--- config.mk ---
export PLATFORM = sky130hd
export DESIGN_NAME = alu_input_loader
export DESIGN_NICKNAME = d
export VERILOG_FILES = /design/src/rtl/alu_input_loader.sv
export SDC_FILE = /design/constraint.sdc
export NUM_CORES = 1
export LEC_CHECK = 0
export CAP_MARGIN = 20
export CORE_AREA = 3 3 70 85
export CTS_BUF_LIST = sky130_fd_sc_hd__clkbuf_4
export CTS_CLUSTER_SIZE = 20
export DETAILED_ROUTE_END_ITERATION = 10
export DIE_AREA = 0 0 73 88
export PLACE_DENSITY = 0.8
export SETUP_SLACK_MARGIN = 0.15
export SYNTH_ARGS = -nofsm -noshare
export SYNTH_HDL_FRONTEND = slang
export SYNTH_SLANG_ARGS = --single-unit
--- constraint.sdc ---
create_clock -name clk -period 2.02 [get_ports clk]
set_clock_uncertainty 0.1 [all_clocks]
set_input_delay 0.404 -clock clk [delete_from_list [all_inputs] [get_ports clk]]
set_output_delay 0.404 -clock clk [all_outputs]
set_load 0.02 [all_outputs]
--- src/rtl/alu_input_loader.sv ---
// ============================================================================
// Module   : alu_input_loader
// Captures ALU operands and opcode from a shared switch bus on debounced
// push-button presses, with loaded/valid flags and an update strobe.
// Revision : 1.0
// ============================================================================
`default_nettype none

module alu_input_loader #(
    parameter int DATA_WIDTH      = 8,
    parameter int OPCODE_WIDTH    = 6,
    parameter int DEBOUNCE_CYCLES = 1000
) (
    input  logic                    clk,
    input  logic                    rst_n,
    input  logic [DATA_WIDTH-1:0]   switches,
    input  logic                    btn_num1,
    input  logic                    btn_num2,
    input  logic                    btn_opcode,
    output logic [DATA_WIDTH-1:0]   num1,
    output logic [DATA_WIDTH-1:0]   num2,
    output logic [OPCODE_WIDTH-1:0] opcode,
    output logic [2:0]              loaded,
    output logic                    operands_valid,
    output logic                    update
);

    localparam int              CNT_W     = (DEBOUNCE_CYCLES > 1) ? $clog2(DEBOUNCE_CYCLES) : 1;
    localparam logic [CNT_W-1:0] C_CNT_MAX = CNT_W'(DEBOUNCE_CYCLES - 1);

    logic [2:0]              w_btn;
    logic [2:0]              w_press;
    logic [DATA_WIDTH-1:0]   r_num1;
    logic [DATA_WIDTH-1:0]   r_num2;
    logic [OPCODE_WIDTH-1:0] r_opcode;
    logic [2:0]              r_loaded;
    logic                    r_update;

    assign w_btn = {btn_opcode, btn_num2, btn_num1};

    generate
        for (genvar gi = 0; gi < 3; gi++) begin : g_btn
            logic             r_sync0;
            logic             r_sync1;
            logic             r_deb;
            logic             r_deb_q;
            logic [CNT_W-1:0] r_cnt;

            // A level change is accepted only after DEBOUNCE_CYCLES
            // consecutive cycles of disagreement with the debounced level.
            always_ff @(posedge clk or negedge rst_n) begin
                if (!rst_n) begin
                    r_sync0 <= 1'b0;
                    r_sync1 <= 1'b0;
                    r_deb   <= 1'b0;
                    r_deb_q <= 1'b0;
                    r_cnt   <= '0;
                end else begin
                    r_sync0 <= w_btn[gi];
                    r_sync1 <= r_sync0;
                    r_deb_q <= r_deb;
                    if (r_sync1 == r_deb) begin
                        r_cnt <= '0;
                    end else if (r_cnt == C_CNT_MAX) begin
                        r_deb <= r_sync1;
                        r_cnt <= '0;
                    end else begin
                        r_cnt <= r_cnt + CNT_W'(1);
                    end
                end
            end

            assign w_press[gi] = r_deb & ~r_deb_q;
        end
    endgenerate

    always_ff @(posedge clk or negedge rst_n) begin
        if (!rst_n) begin
            r_num1   <= '0;
            r_num2   <= '0;
            r_opcode <= '0;
            r_loaded <= '0;
            r_update <= 1'b0;
        end else begin
            if (w_press[0]) r_num1   <= switches;
            if (w_press[1]) r_num2   <= switches;
            if (w_press[2]) r_opcode <= switches[OPCODE_WIDTH-1:0];
            r_loaded <= r_loaded | w_press;
            // Strobe when a load leaves all three registers populated.
            r_update <= (|w_press) & (&(r_loaded | w_press));
        end
    end

    assign num1           = r_num1;
    assign num2           = r_num2;
    assign opcode         = r_opcode;
    assign loaded         = r_loaded;
    assign operands_valid = &r_loaded;
    assign update         = r_update;

endmodule

`default_nettype wire

Word-level counts from Yosys, hierarchy flattened
Index checks and enable logic that the tools add are counted.
Operators by class
  $add $sub $neg: 3
  bitwise logic cells: 11
  equal/unequal tests: 6
  muxes and demuxes: 6
  reduce and logical (&&, ||, !) cells: 6
Operator list (number)
  10-bit two-way mux: 6
  10-bit by 1-bit adder with 10-bit output, second input constant: 3
  10-bit == test, second input constant: 3
  1-bit NOT: 6
  2-bit AND reduction: 3
  3-bit AND reduction: 2
  1-bit bitwise AND: 4
  1-bit == test: 3
  3-bit OR: 1
  3-bit OR reduction: 1
Word-level totals
  output and inout port bits: 27
  word-level logic and storage cells: 52
  register bits after elaboration: 68

Depth between registers and ports, before layout
Gate-level depths: netlist (run 1).
  word-level depth: 5
  depth in mapped cells: 5
  depth with buffers taken out: 5

Worst setup path after synthesis (run 1)
Ideal clock, no wire load.
  path type: reg-to-reg
  start: register g_btn[1].r_cnt[0]
  end: register g_btn[1].r_deb
  path slack: 416 ps
  arrival: 1379 ps
  stages on the path, launching flop included: 6
  data required time: 1795 ps
  clock period less this slack: 1604 ps
  setup time: 125 ps
  cell sequence: dfrtp_1 > ha_1 > and3_1 > and2_1 > nand3_1 > mux2_2
On the way
  longest elaborated chain between the ends: 2
Ends and longest elaborated chain
  start, declared: RTL line 47  | logic [CNT_W-1:0] r_cnt;
  start signal, assigned: RTL line 68  | r_cnt <= r_cnt + CNT_W'(1);
  10-bit == test: RTL line 64  | end else if (r_cnt == C_CNT_MAX) begin
  2-bit AND reduction (no line)
  end signal, assigned: RTL line 65  | r_deb <= r_sync1;
  end, declared: RTL line 45  | logic r_deb;
No other way between the ends.
A chain may end at the register's enable or synchronous reset.

Worst setup path after layout (run 1)
  start: register r_loaded[2], in the netlist loaded[2]
  end: output port operands_valid
On the way
  longest elaborated chain between the ends: 1
Ends and longest elaborated chain
  start, declared: RTL line 36  | logic [2:0] r_loaded;
  start signal, assigned: RTL line 88  | r_loaded <= r_loaded | w_press;
  3-bit AND reduction: RTL line 98  | assign operands_valid = &r_loaded;
  end, declared: RTL line 24  | output logic operands_valid,
No other way between the ends.

==> qor.csv, run 1 <==
metric,value,unit
io_pins,40,
fin_crit,1.76,ns
p_leak,1.64,nW
ys_warn_count,0,
tightest_slew,0.486,ns
hp-class,register to register,
htreeDepth,3,
nNetsFinal,303,
drive_gt1_share,16.8,%
fmax,568,MHz
diodes,0,
clk_latency,0.39,ns
port_buffers,39,
cts_tree,built,
hold_violations,0,
dieArea,6420,um^2
clock_path_buffers,2,
syn_nets,251,
area_delta_synth_final,20.1,%
drc,0,
vias,1910,
cts.sinks,68,
overflow,0,
stdcell_count,353,
rows,29,
crit_path_start_kind,register,
grt_max_degree,69,
clk_pin_slew,0.10,ns
setup_viol_count_final,0,
fin_hold_ws,0.255,ns
syn_inst,235,
post-route-period-util,87.2,%
cts_inserted_buffers,9,
die_h,88,um
syn_area_per_cell,12.1,um^2
initial_core_util,54.1,%
die_w,73,um
status,"complete, no violations",
routedWlPerCell,13.4,um
grt_pass1_wl,8.22,mm
wl,4.72,mm
ys_seq_area_share,59.8,%
critPathMaxFanout,3,
slew_headroom,67.6,%
cap_violations,0,
power.density,661,nW/um^2
setup_tns,0,ns
hpwlAfterDp,3.35,mm
required,1.52,ns
ys_ff_latch,68,
track_usage,16.7,%
dr.pass1.iters,4,
ir_worst_vdd,0.480,mV
gp_congestion,0.783,
ant_nets,0,
root_buffer,clkbuf_4,
syn_area,2850,um^2
core_area,5260,um^2
viasPerCell,5.41,
placed_cells,337,
antenna_found_initial,0,
grt_pass1_vias,1863,
slew_viol_final,0,
crit_arrival,1.26,ns
rsz0062_at_grt,false,
dr.first_iter.drc_count,115,
crit_type,register to output pin,
synth_cell_type_count,40,
endpoint_kind,output pin,
==> through the flow <==
stage               area, um^2  util, %  power, W  worst slack [ns]
global route              3420     65.0   0.00238             0.175
detailed placement        3340     63.5   0.00161             0.335
finish                    3420     65.0   0.00226             0.259
floorplan                 2850        -   0.00151             0.416
CTS                       3420     64.9   0.00230             0.164
global placement          3340     63.5   0.00161             0.374
==> cell usage in the layout, fill, tap and decap left out, types with 2 or more instances in the layout <==
cell | netlist | layout
xnor2_1 | 8 | 8
nor2b_1 | 3 | 3
nand4_1 | 5 | 5
or3b_1 | 2 | 2
nand2_1 | 12 | 12
o21bai_1 | 2 | 2
clkinv_1 | 0 | 2
or3_1 | 2 | 2
xor2_1 | 9 | 9
buf_4 | 0 | 3
clkinv_2 | 0 | 2
nand3_1 | 17 | 17
a21oi_1 | 3 | 3
clkdlybuf4s50_1 | 0 | 11
nor2_1 | 27 | 27
clkbuf_4 | 0 | 11
and3_1 | 5 | 5
dfrtp_1 | 68 | 68
inv_1 | 5 | 5
or2_2 | 2 | 2
ha_1 | 3 | 3
and2_1 | 2 | 2
a211o_1 | 2 | 2
mux2_2 | 25 | 25
dlygate4sd2_1 | 0 | 26
nand2b_1 | 6 | 6
a31oi_1 | 7 | 7
==> routing by layer <==
layer  vias to the layer above  wire (um)  GRT usage (%)
met3                         5        172           4.36
met4                         0         53           9.06
li1                        933          -              -
met5                         -          0              0
met1                       938       2010           19.7
met2                        34       2480           27.7
==> report_power, final <==
part           switching (W)  total (W)  internal, W
clock               0.000425   0.000688     0.000263
combinational      0.0000825   0.000151    0.0000690
sequential         0.0000268    0.00142      0.00139
total               0.000534    0.00226      0.00173
==> area by class of cell <==
type,instances,area [um^2]
clock buffers,11,82.6
clock inverters,4,17.5
fillers,405,1840
inverters,5,18.8
multi-input cells,159,1110
flip-flops and latches,68,1700
well taps,62,77.6
repair buffers,44,408
==> cell families (layout without fill, tap and decap cells) <==
| logic type | Yosys count | after routing | share of synthesized area [%] |
|---|---|---|---|
| and+or+nand+nor | 92 | 92 | 17.3 |
| DFF | 68 | 68 | 59.8 |
| muxes | 25 | 25 | 9.89 |
| AOI/OAI and AO/OA | 22 | 22 | 5.41 |
| xor gates and xnor gates | 17 | 17 | 5.23 |
| buffers and inverters | 8 | 64 | 1.10 |
| adders and majority gates | 3 | 3 | 1.32 |
==> final timing paths <==
check / to / depth (start not counted) / startpoint / slack, ns
max reg2reg: g_btn[0].r_deb / 5 / g_btn[0].r_cnt[0] / 0.32
min in group asynchronous: opcode[1] / 3 / rst_n / 0.45
max: operands_valid / 2 / loaded[2] / 0.26
max in group asynchronous: g_btn[2].r_cnt[6] / 3 / rst_n / 1.09
min: g_btn[1].r_sync1 / 0 / g_btn[1].r_sync0 / 0.25
min reg2reg: g_btn[1].r_sync1 / 0 / g_btn[1].r_sync0 / 0.25
==> Yosys cell counts <==
cell      count  area, um^2
ha_1          3        37.5
xor2_1        9        78.8
a21boi_0      1        7.51
o21bai_1      2        15.0
buf_2         1        5.00
or2_2         2        12.5
nor3_1        1        5.00
xnor2_1       8        70.1
and4_1        1        8.76
a211o_1       2        17.5
dfrtp_1      68        1700
inv_1         5        18.8
nand4_1       5        31.3
and2_1        2        12.5
or3_1         2        12.5
o21a_1        1        7.51
and3_1        5        31.3
clkbuf_1      2        7.51
and3_4        1        11.3
a311oi_1      1        8.76
nand2_1      12        45.0
nor2b_1       3        18.8
mux2_2       25         282
and2_2        1        7.51
nand3b_1      1        7.51
nand2b_1      6        37.5
nand4_4       1        21.3
and4b_1       1        10.0
a21oi_1       3        15.0
o21ai_0       1        5.00
a31oi_1       7        43.8
nor3b_1       1        7.51
nor2_1       27         101
a31o_2        1        8.76
nand3_1      17        85.1
a22oi_1       1        7.51
o211ai_1      1        7.51
o211a_1       1        10.0
or3b_1        2        17.5
or2b_1        1        7.51
==> registers in the layout (all words and copies together), names as in the netlist <==
name           cells
g_btn.r_cnt       30
num1               8
num2               8
opcode             6
g_btn.r_deb        3
g_btn.r_deb_q      3
g_btn.r_sync0      3
g_btn.r_sync1      3
loaded             3
update             1
==> what timing repair did <==
| action | in CTS | in global routing |
|---|---|---|
| hold buffers | 1 | 0 |
| endpoints found under the hold margin | 68 | 0 |
| resized for setup | 26 | 1 |
| pin swaps | 0 | 0 |
| setup buffers | 0 | 0 |
| endpoints found under the setup margin | 26 | 1 |
==> critical path: stages, from the launching register on <==
cell and delay, ns:
dfrtp_1 0.39, and3_1 0.17, dlygate4sd2_1 0.31
No activity file was read; power rests on OpenSTA's default activity.
==> inputs of run 2 (changes only) <==
Settings changed: ABC_CLOCK_PERIOD_IN_PS from default to 2020, GPL_ROUTABILITY_DRIVEN from default to 0.
==> results of run 2 <==
No change in the layout: final DEF, timing and power equal those of run 1.
==> inputs of run 3 (changes only) <==
Settings changed: CAP_MARGIN 20 to 40.
==> results of run 3 <==
No change in the layout: final DEF, timing and power equal those of run 1.
